## src/rtl/proc_run_ctrl_if.sv

```systemverilog
// proc_run_ctrl_if
//   Bundles the command handshake, the SingleCycleProc hookup and the
//   result FIFO port of proc_run_ctrl into one interface.
//   master : environment side (issues commands, models the core, consumes results)
//   slave  : proc_run_ctrl side
// Signals
//   start_valid/start_ready/start_pc/run_cycles/sample_count : run command
//   core_Reset_L/core_startPC/core_dMemOut                   : core hookup
//   res_valid/res_ready/res_data                             : result FIFO head
//   busy/overflow                                            : status
interface proc_run_ctrl_if #(
  parameter int DW = 32,
  parameter int CW = 16,
  parameter int SW = 5
);
  logic          start_valid;
  logic          start_ready;
  logic [DW-1:0] start_pc;
  logic [CW-1:0] run_cycles;
  logic [SW-1:0] sample_count;
  logic          core_Reset_L;
  logic [DW-1:0] core_startPC;
  logic [DW-1:0] core_dMemOut;
  logic          res_valid;
  logic          res_ready;
  logic [DW-1:0] res_data;
  logic          busy;
  logic          overflow;

  modport master (
    output start_valid, start_pc, run_cycles, sample_count, core_dMemOut, res_ready,
    input  start_ready, core_Reset_L, core_startPC, res_valid, res_data, busy, overflow
  );

  modport slave (
    input  start_valid, start_pc, run_cycles, sample_count, core_dMemOut, res_ready,
    output start_ready, core_Reset_L, core_startPC, res_valid, res_data, busy, overflow
  );
endinterface

```

## src/rtl/proc_run_ctrl.sv

```systemverilog
// proc_run_ctrl
//   Run controller for SingleCycleProc. A command (start PC, cycle budget,
//   sample count) pulses the core's active-low reset for one cycle with the
//   PC applied, lets the core run for the budget, then captures dMemOut on
//   consecutive cycles into a result FIFO read by a consumer.
// Ports
//   CLK   : clock, everything on the rising edge
//   Reset : synchronous active-high reset, flushes FIFO and aborts any run
//   bus   : proc_run_ctrl_if.slave (command, core hookup, results, status)
module proc_run_ctrl #(
  parameter int DW    = 32,
  parameter int CW    = 16,
  parameter int DEPTH = 16,
  parameter int SW    = 5
) (
  input  logic           CLK,
  input  logic           Reset,
  proc_run_ctrl_if.slave bus
);

  localparam int AW = $clog2(DEPTH);

  typedef enum logic [1:0] {IDLE, CRST, RUN, SAMPLE} state_t;

  state_t        state, state_nxt;
  logic [CW-1:0] cnt, cnt_nxt;
  logic [DW-1:0] pc_q;
  logic [CW-1:0] run_q;
  logic [SW-1:0] samp_q;
  logic          accept, push, pop, full, wr_en;

  logic [DW-1:0] mem [DEPTH];
  logic [AW-1:0] wr_ptr, rd_ptr;
  logic [SW:0]   count;
  logic          overflow_q;

  assign accept = bus.start_valid && (state == IDLE);
  assign full   = (count == (SW+1)'(DEPTH));
  assign pop    = (count != '0) && bus.res_ready;
  // A push into a full FIFO still lands if the head leaves on the same edge.
  assign wr_en  = push && (!full || pop);

  assign bus.start_ready  = (state == IDLE);
  assign bus.busy         = (state != IDLE);
  // Reset feeds straight through so the core is held for as long as Reset is high.
  assign bus.core_Reset_L = !Reset && (state != CRST);
  assign bus.core_startPC = pc_q;
  assign bus.res_valid    = (count != '0);
  assign bus.res_data     = mem[rd_ptr];
  assign bus.overflow     = overflow_q;

  // State, shared cycle counter and latched command fields.
  always_ff @(posedge CLK) begin
    if (Reset) begin
      state  <= IDLE;
      cnt    <= '0;
      pc_q   <= '0;
      run_q  <= '0;
      samp_q <= '0;
    end else begin
      state <= state_nxt;
      cnt   <= cnt_nxt;
      if (accept) begin
        pc_q   <= bus.start_pc;
        run_q  <= bus.run_cycles;
        samp_q <= bus.sample_count;
      end
    end
  end

  // Next-state logic. One counter is reused: it counts run edges in RUN,
  // then restarts at zero and counts pushes in SAMPLE. Zero budgets or zero
  // samples skip their state entirely.
  always_comb begin
    state_nxt = state;
    cnt_nxt   = cnt;
    push      = 1'b0;
    case (state)
      IDLE: begin
        if (accept) begin
          state_nxt = CRST;
          cnt_nxt   = '0;
        end
      end
      CRST: begin
        cnt_nxt = '0;
        if (run_q != '0)       state_nxt = RUN;
        else if (samp_q != '0) state_nxt = SAMPLE;
        else                   state_nxt = IDLE;
      end
      RUN: begin
        if (cnt + CW'(1) == run_q) begin
          cnt_nxt = '0;
          if (samp_q != '0) state_nxt = SAMPLE;
          else              state_nxt = IDLE;
        end else begin
          cnt_nxt = cnt + CW'(1);
        end
      end
      SAMPLE: begin
        push = 1'b1;
        if (cnt + CW'(1) == CW'(samp_q)) begin
          cnt_nxt   = '0;
          state_nxt = IDLE;
        end else begin
          cnt_nxt = cnt + CW'(1);
        end
      end
      default: state_nxt = IDLE;
    endcase
  end

  // FIFO pointers, occupancy and the sticky drop flag. Occupancy is kept
  // separately from the pointers so full and empty are distinguishable when
  // the pointers coincide.
  always_ff @(posedge CLK) begin
    if (Reset) begin
      wr_ptr     <= '0;
      rd_ptr     <= '0;
      count      <= '0;
      overflow_q <= 1'b0;
    end else begin
      if (wr_en) wr_ptr <= wr_ptr + AW'(1);
      if (pop)   rd_ptr <= rd_ptr + AW'(1);
      if (wr_en && !pop)      count <= count + (SW+1)'(1);
      else if (!wr_en && pop) count <= count - (SW+1)'(1);
      if (accept)                     overflow_q <= 1'b0;
      else if (push && full && !pop)  overflow_q <= 1'b1;
    end
  end

  // Storage needs no reset; the pointers and occupancy define what is valid.
  always_ff @(posedge CLK) begin
    if (wr_en) mem[wr_ptr] <= bus.core_dMemOut;
  end

endmodule
```

## src/flat_wrapper.sv

```systemverilog
// flat-port wrapper written by rule: the top's interface ports become plain ports
module proc_run_ctrl_flat 
#(
  parameter int DW    = 32,
  parameter int CW    = 16,
  parameter int DEPTH = 16,
  parameter int SW    = 5
)
  (CLK, Reset, bus_start_valid, bus_start_pc, bus_run_cycles, bus_sample_count, bus_core_dMemOut, bus_res_ready, bus_start_ready, bus_core_Reset_L, bus_core_startPC, bus_res_valid, bus_res_data, bus_busy, bus_overflow);
  proc_run_ctrl_if #(.DW(DW), .CW(CW), .SW(SW)) bus_i ();
  input  logic CLK;
  input  logic Reset;
  input wire logic [$bits(bus_i.start_valid)-1:0] bus_start_valid;
  input wire logic [$bits(bus_i.start_pc)-1:0] bus_start_pc;
  input wire logic [$bits(bus_i.run_cycles)-1:0] bus_run_cycles;
  input wire logic [$bits(bus_i.sample_count)-1:0] bus_sample_count;
  input wire logic [$bits(bus_i.core_dMemOut)-1:0] bus_core_dMemOut;
  input wire logic [$bits(bus_i.res_ready)-1:0] bus_res_ready;
  output wire logic [$bits(bus_i.start_ready)-1:0] bus_start_ready;
  output wire logic [$bits(bus_i.core_Reset_L)-1:0] bus_core_Reset_L;
  output wire logic [$bits(bus_i.core_startPC)-1:0] bus_core_startPC;
  output wire logic [$bits(bus_i.res_valid)-1:0] bus_res_valid;
  output wire logic [$bits(bus_i.res_data)-1:0] bus_res_data;
  output wire logic [$bits(bus_i.busy)-1:0] bus_busy;
  output wire logic [$bits(bus_i.overflow)-1:0] bus_overflow;
  assign bus_i.start_valid = bus_start_valid;
  assign bus_i.start_pc = bus_start_pc;
  assign bus_i.run_cycles = bus_run_cycles;
  assign bus_i.sample_count = bus_sample_count;
  assign bus_i.core_dMemOut = bus_core_dMemOut;
  assign bus_i.res_ready = bus_res_ready;
  assign bus_start_ready = bus_i.start_ready;
  assign bus_core_Reset_L = bus_i.core_Reset_L;
  assign bus_core_startPC = bus_i.core_startPC;
  assign bus_res_valid = bus_i.res_valid;
  assign bus_res_data = bus_i.res_data;
  assign bus_busy = bus_i.busy;
  assign bus_overflow = bus_i.overflow;
  proc_run_ctrl #(.DW(DW), .CW(CW), .DEPTH(DEPTH), .SW(SW)) u_core (.CLK(CLK), .Reset(Reset), .bus(bus_i));
endmodule
```

## config.mk

```make
export PLATFORM = sky130hd
export DESIGN_NAME = proc_run_ctrl_flat
export DESIGN_NICKNAME = d
export VERILOG_FILES = /design/src/rtl/proc_run_ctrl_if.sv /design/src/rtl/proc_run_ctrl.sv /design/src/flat_wrapper.sv
export SDC_FILE = /design/constraint.sdc
export NUM_CORES = 1
export LEC_CHECK = 0
export ABC_AREA = 0
export BUFFER_PORTS_ARGS = -buffer_cell sky130_fd_sc_hd__buf_2
export CAP_MARGIN = 15
export CELL_PAD_IN_SITES_DETAIL_PLACEMENT = 0
export CELL_PAD_IN_SITES_GLOBAL_PLACEMENT = 1
export CORE_ASPECT_RATIO = 0.75
export CORE_UTILIZATION = 58
export CTS_BUF_LIST = sky130_fd_sc_hd__clkbuf_8
export CTS_CLUSTER_DIAMETER = 80
export CTS_CLUSTER_SIZE = 8
export DETAILED_ROUTE_END_ITERATION = 8
export PLACE_DENSITY = 0.93
export REMOVE_ABC_BUFFERS = 1
export SLEW_MARGIN = 0
export SYNTH_ARGS = -nofsm -noshare
export SYNTH_HDL_FRONTEND = slang
export SYNTH_SLANG_ARGS = --single-unit
```

## constraint.sdc

```tcl
create_clock -name CLK -period 7.5 [get_ports CLK]
set_input_delay 1.125 -clock CLK [delete_from_list [all_inputs] [get_ports CLK]]
set_output_delay 1.125 -clock CLK [all_outputs]
set_load 0.005 [all_outputs]
```

# --- Word-level counts from Yosys, hierarchy flattened ---
# Memories as Yosys holds them, arrays and structs flattened. A register that Yosys moved wholly into a read port is not among the register bits.
# Index checks and enable logic that the tools add are counted.
word_totals:
  register_bits: 86
  latchBits: 0
  ramBits: 512
  rom_bits: 0
  out_inout_bits: 69
  elab_cells: 63
  n_memories: 1
classes:
  addsub: 5
  mul: 0
  div: 0
  order_cmp: 0
  n_eq_ne: 10
  shifts: 0
  mux: 17
  bitwise_logic: 0
  n_reduce_logical: 21
memory_table:
  columns: ["memory", "words", "width", "read_ports", "rd_ports_with_merged_regs", "wr", "line_no", "rtl"]
  rows:
  - ["u_core.mem", 16, 32, 1, 1, 1, "proc_run_ctrl.sv:32", "logic [DW-1:0] mem [DEPTH];"]
op_table:
  columns: ["op", "count"]
  rows:
  - ["$pmux 16 s4", 1]
  - ["$mux 16", 3]
  - ["$add 16x1->16 const B", 1]
  - ["$eq 16x16->1", 1]
  - ["$eq 16x5->1", 1]
  - ["$reduce_bool 16->1", 1]
  - ["$mux 6", 2]
  - ["$mux 2", 5]
  - ["$add 4x1->4 const B", 2]
  - ["$logic_and 1x1->1", 8]
  - ["$mux 4", 2]
  - ["$ne 2x1->1 const B", 4]
  - ["$pmux 2 s4", 1]
  - ["$add 6x1->6 const B", 1]
  - ["$eq 6x5->1 const B", 1]
  - ["$reduce_bool 6->1", 1]
  - ["$sub 6x1->6 const B", 1]
  - ["$reduce_bool 5->1", 1]
  - ["$eq 2x2->1 const B", 2]
  - ["$logic_not 1->1", 4]
  - ["$reduce_bool 2->1", 2]
  - ["$mux 1", 3]
  - ["$reduce_and 3->1", 1]
  - ["$eq 2x1->1 const B", 1]
  - ["other kinds (3)", 3]

# --- Depth between registers and ports, before layout ---
logic_depth:
  ltp_word: 8
  ltp_mapped: 15
  mapped_depth_nobuf: 14

# --- Worst setup path after synthesis ---
# No wires, ideal clock.
synth_timing:
  path_type: "input-to-reg"
  start: "input bus_res_ready"
  end: "memory u_core.mem[3][0], enable pin"
  arrival_time_ps: 3929
  t_required_ps: 7039
  slack_ps: 3110
  stages: 4
  n_path_buf: 1
  path_cell_list: "o311a_1 clkbuf_1 nand2_1 nor3_1"
synth_between:
  elab_chain_cells: 5
synth_lines:
  columns: ["item", "line_no", "rtl"]
  rows:
  - ["start: declaration", "flat_wrapper.sv:18", "input wire logic [$bits(bus_i.res_ready)-1:0] bus_res_ready;"]
  - ["$logic_and 1x1->1", "proc_run_ctrl.sv:39", "assign pop = (count != '0) && bus.res_ready;"]
  - ["$logic_or 1x1->1", "proc_run_ctrl.sv:41", "assign wr_en = push && (!full || pop);"]
  - ["$logic_and 1x1->1", "proc_run_ctrl.sv:41", null]
  - ["via u_core.wr_en", "proc_run_ctrl.sv:30", "logic accept, push, pop, full, wr_en;"]
  - ["$mux 1", "proc_run_ctrl.sv:134", "if (wr_en) mem[wr_ptr] <= bus.core_dMemOut;"]
  - ["$mux 1 (not written as such)", "proc_run_ctrl.sv:134", null]
  - ["end: declaration", "proc_run_ctrl.sv:32", null]
# The timed path passes the listed nets, and every way through them passes these cells.

==> results.ini <==
[run_status]
outcome = finished, final reports clean

[setup_path]
crit_chain = buf_4, mux4_2, mux4_2, buf_2
cpPeakStageDelay_ns = 0.93
worstPathRequired_ns = 6.38
cp_max_fo = 66
crit_slowest_cell = dfxtp_4
r2r_end = u_core.cnt[6]
rr_worst_depth = 9
worst-path-buf-inv = 2
critPathMostFrequentCell = mux4_2
crit_type = reg2out
r2r_slack_ns = 4.10
worst_ep_arrival_time_ns = 3.64
cp-end-kind = output pin
timing.rr.start = u_core.cnt[4]
cp_top_family = buffers and inverters
critPathLaunchType = flop

[logic_synthesis]
synth_xor_area_share_pct = 1.47
synth_top_cell_by_area = edfxtp_1
synth.top_cells.by_count = 512 x edfxtp_1, 160 x mux4_2, 139 x nand2_1
synth_top_family_by_area = multiplexers
synth_most_common_cell = edfxtp_1
synthAdderAreaFrac_pct = 0.658
synth_async_sr_flop_share_pct = 0
synth-main-ff-cell = edfxtp_1
synth_area_sq_um = 23900
synth_warnings = 0
syn_inst = 1339
synthDistinctLibCells = 63
synth_mux_area_share_pct = 15.3
synth_simple_gate_area_share_pct = 5.70
synth_area_leaders = edfxtp_1 64%, mux4_2 15%, dfxtp_1 7.5%
syn_avg_cell_area_sq_um = 17.9
yosysSeqAreaShare_pct = 71.7
synth_compound_area_share_pct = 3.43
synth_top_area_share_pct = 64.2
synth-edff-count = 512
ys_ff_latch = 602

[hold_path]
min_from = u_core.bus.core_startPC[24]
hold_end = u_core.bus.core_startPC[24]
worstHoldPathCells = 2
hold_path.class = reg2reg

[clocking]
clkSinkCount = 602
cts_made_buffers = 85
insertion_delay_ns = 0.67
cts_tree = yes
cts_buffer_depth = 3
post-cts-setup-buffers = 0
cts_hold_buf = 0
path_clk_slew_ns = 0.07
cts_root_buffer = clkbuf_8
postCtsResizedCells = 0
htreeDepth = 3

[die]
die_y_microns = 178
core_area_sq_um = 40800
pin_count = 158
start_util_pct = 58.7
dieArea_sq_um = 42100
die_x_microns = 237
placementRows = 64

[placement]
dp_hpwl_mm = 29.6
gp_congestion = 0.887
portBuffers = 157
place_inst = 1963

[route]
drt_iter0_markers = 1313
dr_wl_met3_mm = 3.77
drt_wl_total_mm = 52.1
vias_per_cell = 6.25
wl_per_cell_microns = 25.0
vias = 13000
wl_met2_mm = 26.0
first_pass_iters = 5
drc = 0
drt.antenna.violating_nets = 0
wl_met1_mm = 21.4
topRoutingLayerUsed = met5

[grt]
track_usage_pct = 25.2
grt_max_degree = 129
grt_pass1_wl_mm = 78.1
antenna_found_initial = 4
grt_pass1_vias = 13100
overflow = 0

[cells_and_area]
final_core_util_pct = 65.5
fillCellCount = 2603
area_growth_pct = 11.5
drive_above_1_share_pct = 29.8
stdcell_count = 2083
nNetsFinal = 1624

[pwr]
p_per_area_nw_per_um2 = 282
peakVddDrop_uv = 201
combPwrFrac_pct = 20.1
p_leak_nw = 8.76
switching_share_pct = 26.2
p_seq_share_pct = 50.8
clockPowerShare_pct = 29.0
p_int_mw = 5.56
p_switching_mw = 1.97

[sta]
finalMaxSlewViolations = 0
fin_crit_sh_pct = 63.5
rsz0062_at_grt = false
skew_ns = 0.0446
finalHoldViolCount = 0
slew_headroom_pct = 20.3
worst_pin_slew_ns = 1.19
max_freq_ghz = 0.210
finalSetupTns_ns = 0
finalSetupViolCount = 0
min_period_ns = 4.76

[run]
cap_violations = 0

kinds of logic (layout without fill, tap and decap cells):
logic type      count (synthesis)  after routing
flops                         602            602
xor+xnor                       37             37
buf+inv                        98            313
compound gates                137            137
simple gates                  288            288
mux                           165            165
other cells                     0              1
fa+ha+maj                      12             12
cell type report:
type | instances | area (sq um) | area share [%]
Timing Repair Buffer | 180 | 975 | 3.65
Antenna cell | 1 | 2.50 | 0.00937
Inverter | 15 | 56.3 | 0.211
Clock buffer | 86 | 1180 | 4.43
Multi-Input combinational cell | 639 | 6470 | 24.2
Sequential cell | 602 | 17200 | 64.4
Tap cell | 528 | 661 | 2.47
Clock inverter | 32 | 160 | 0.600
per-stage QoR:
stage | total power [mW] | cell area (sq um) | worst slack [ns] | hold slack [ns]
floorplan | 5.14 | 23600 | -0.0528 | 0.444
global route | 7.86 | 26700 | 2.59 | 0.472
detailed placement | 5.42 | 25300 | 3.42 | 0.445
global placement | 5.38 | 25300 | 3.45 | 0.437
finish | 7.53 | 26700 | 2.74 | 0.448
CTS | 7.59 | 26700 | 2.70 | 0.454
flip-flops by register name, summed over array words and instances (netlist names), named ones only:
| signal | cells |
|---|---|
| u_core.bus.overflow | 1 |
| u_core.count | 6 |
| u_core.cnt | 16 |
| u_core.run_q | 16 |
| u_core.bus.core_startPC | 32 |
| u_core.rd_ptr | 4 |
| u_core.state | 2 |
| u_core.samp_q | 5 |
| u_core.wr_ptr | 4 |
| u_core.mem | 512 |
layer usage:
| metal | up-vias | GRT usage [%] |
|---|---|---|
| li1 | 5660 | - |
| met1 | 6688 | 35.1 |
| met5 | - | 0 |
| met2 | 586 | 40.8 |
| met3 | 84 | 4.84 |
| met4 | 6 | 7.82 |
worst reg2reg max path, cell delays in order (launching register included):
cell and delay [ns]:
dfxtp_1 0.80, nand3_1 0.41, or4_1 0.64, a21oi_2 0.23, o2111ai_2 0.18, nor4_4 0.38
nor4_4 0.11, buf_6 0.21, a21o_1 0.20, a22o_1 0.17
layout by cell type, fill, tap and decap left out, types with 21 or more instances in the layout:
| master | instances |
|---|---|
| buf_2 | 157 |
| a21oi_1 | 83 |
| nand2_1 | 139 |
| clkbuf_8 | 86 |
| mux4_2 | 160 |
| inv_1 | 40 |
| dfxtp_1 | 86 |
| buf_4 | 21 |
| edfxtp_1 | 512 |
| nor2_1 | 38 |
power by group through the flow:
| stage | Sequential (mW) | Clock, mW | Combinational, mW |
|---|---|---|---|
| floorplan | 4.02 | 0 | 1.12 |
| global placement | 3.89 | 0 | 1.49 |
| detailed placement | 3.89 | 0 | 1.53 |
| CTS | 3.83 | 2.23 | 1.54 |
| global route | 3.84 | 2.37 | 1.66 |
| finish | 3.83 | 2.19 | 1.52 |
how the worst max path moves through the flow:
stage          from         endpoint  slack [ns]  cells after the start
4_1_cts        flop  bus_res_data[6]        2.70                      4
6_report       flop  bus_res_data[6]        2.74                      4
3_3_place_gp   flop  bus_res_data[6]        3.45                      4
3_5_place_dp   flop  bus_res_data[6]        3.42                      4
5_1_grt        flop  bus_res_data[6]        2.59                      4
2_1_floorplan  flop  bus_res_data[0]       -0.05                      2
No activity file was read; power rests on OpenSTA's default activity.
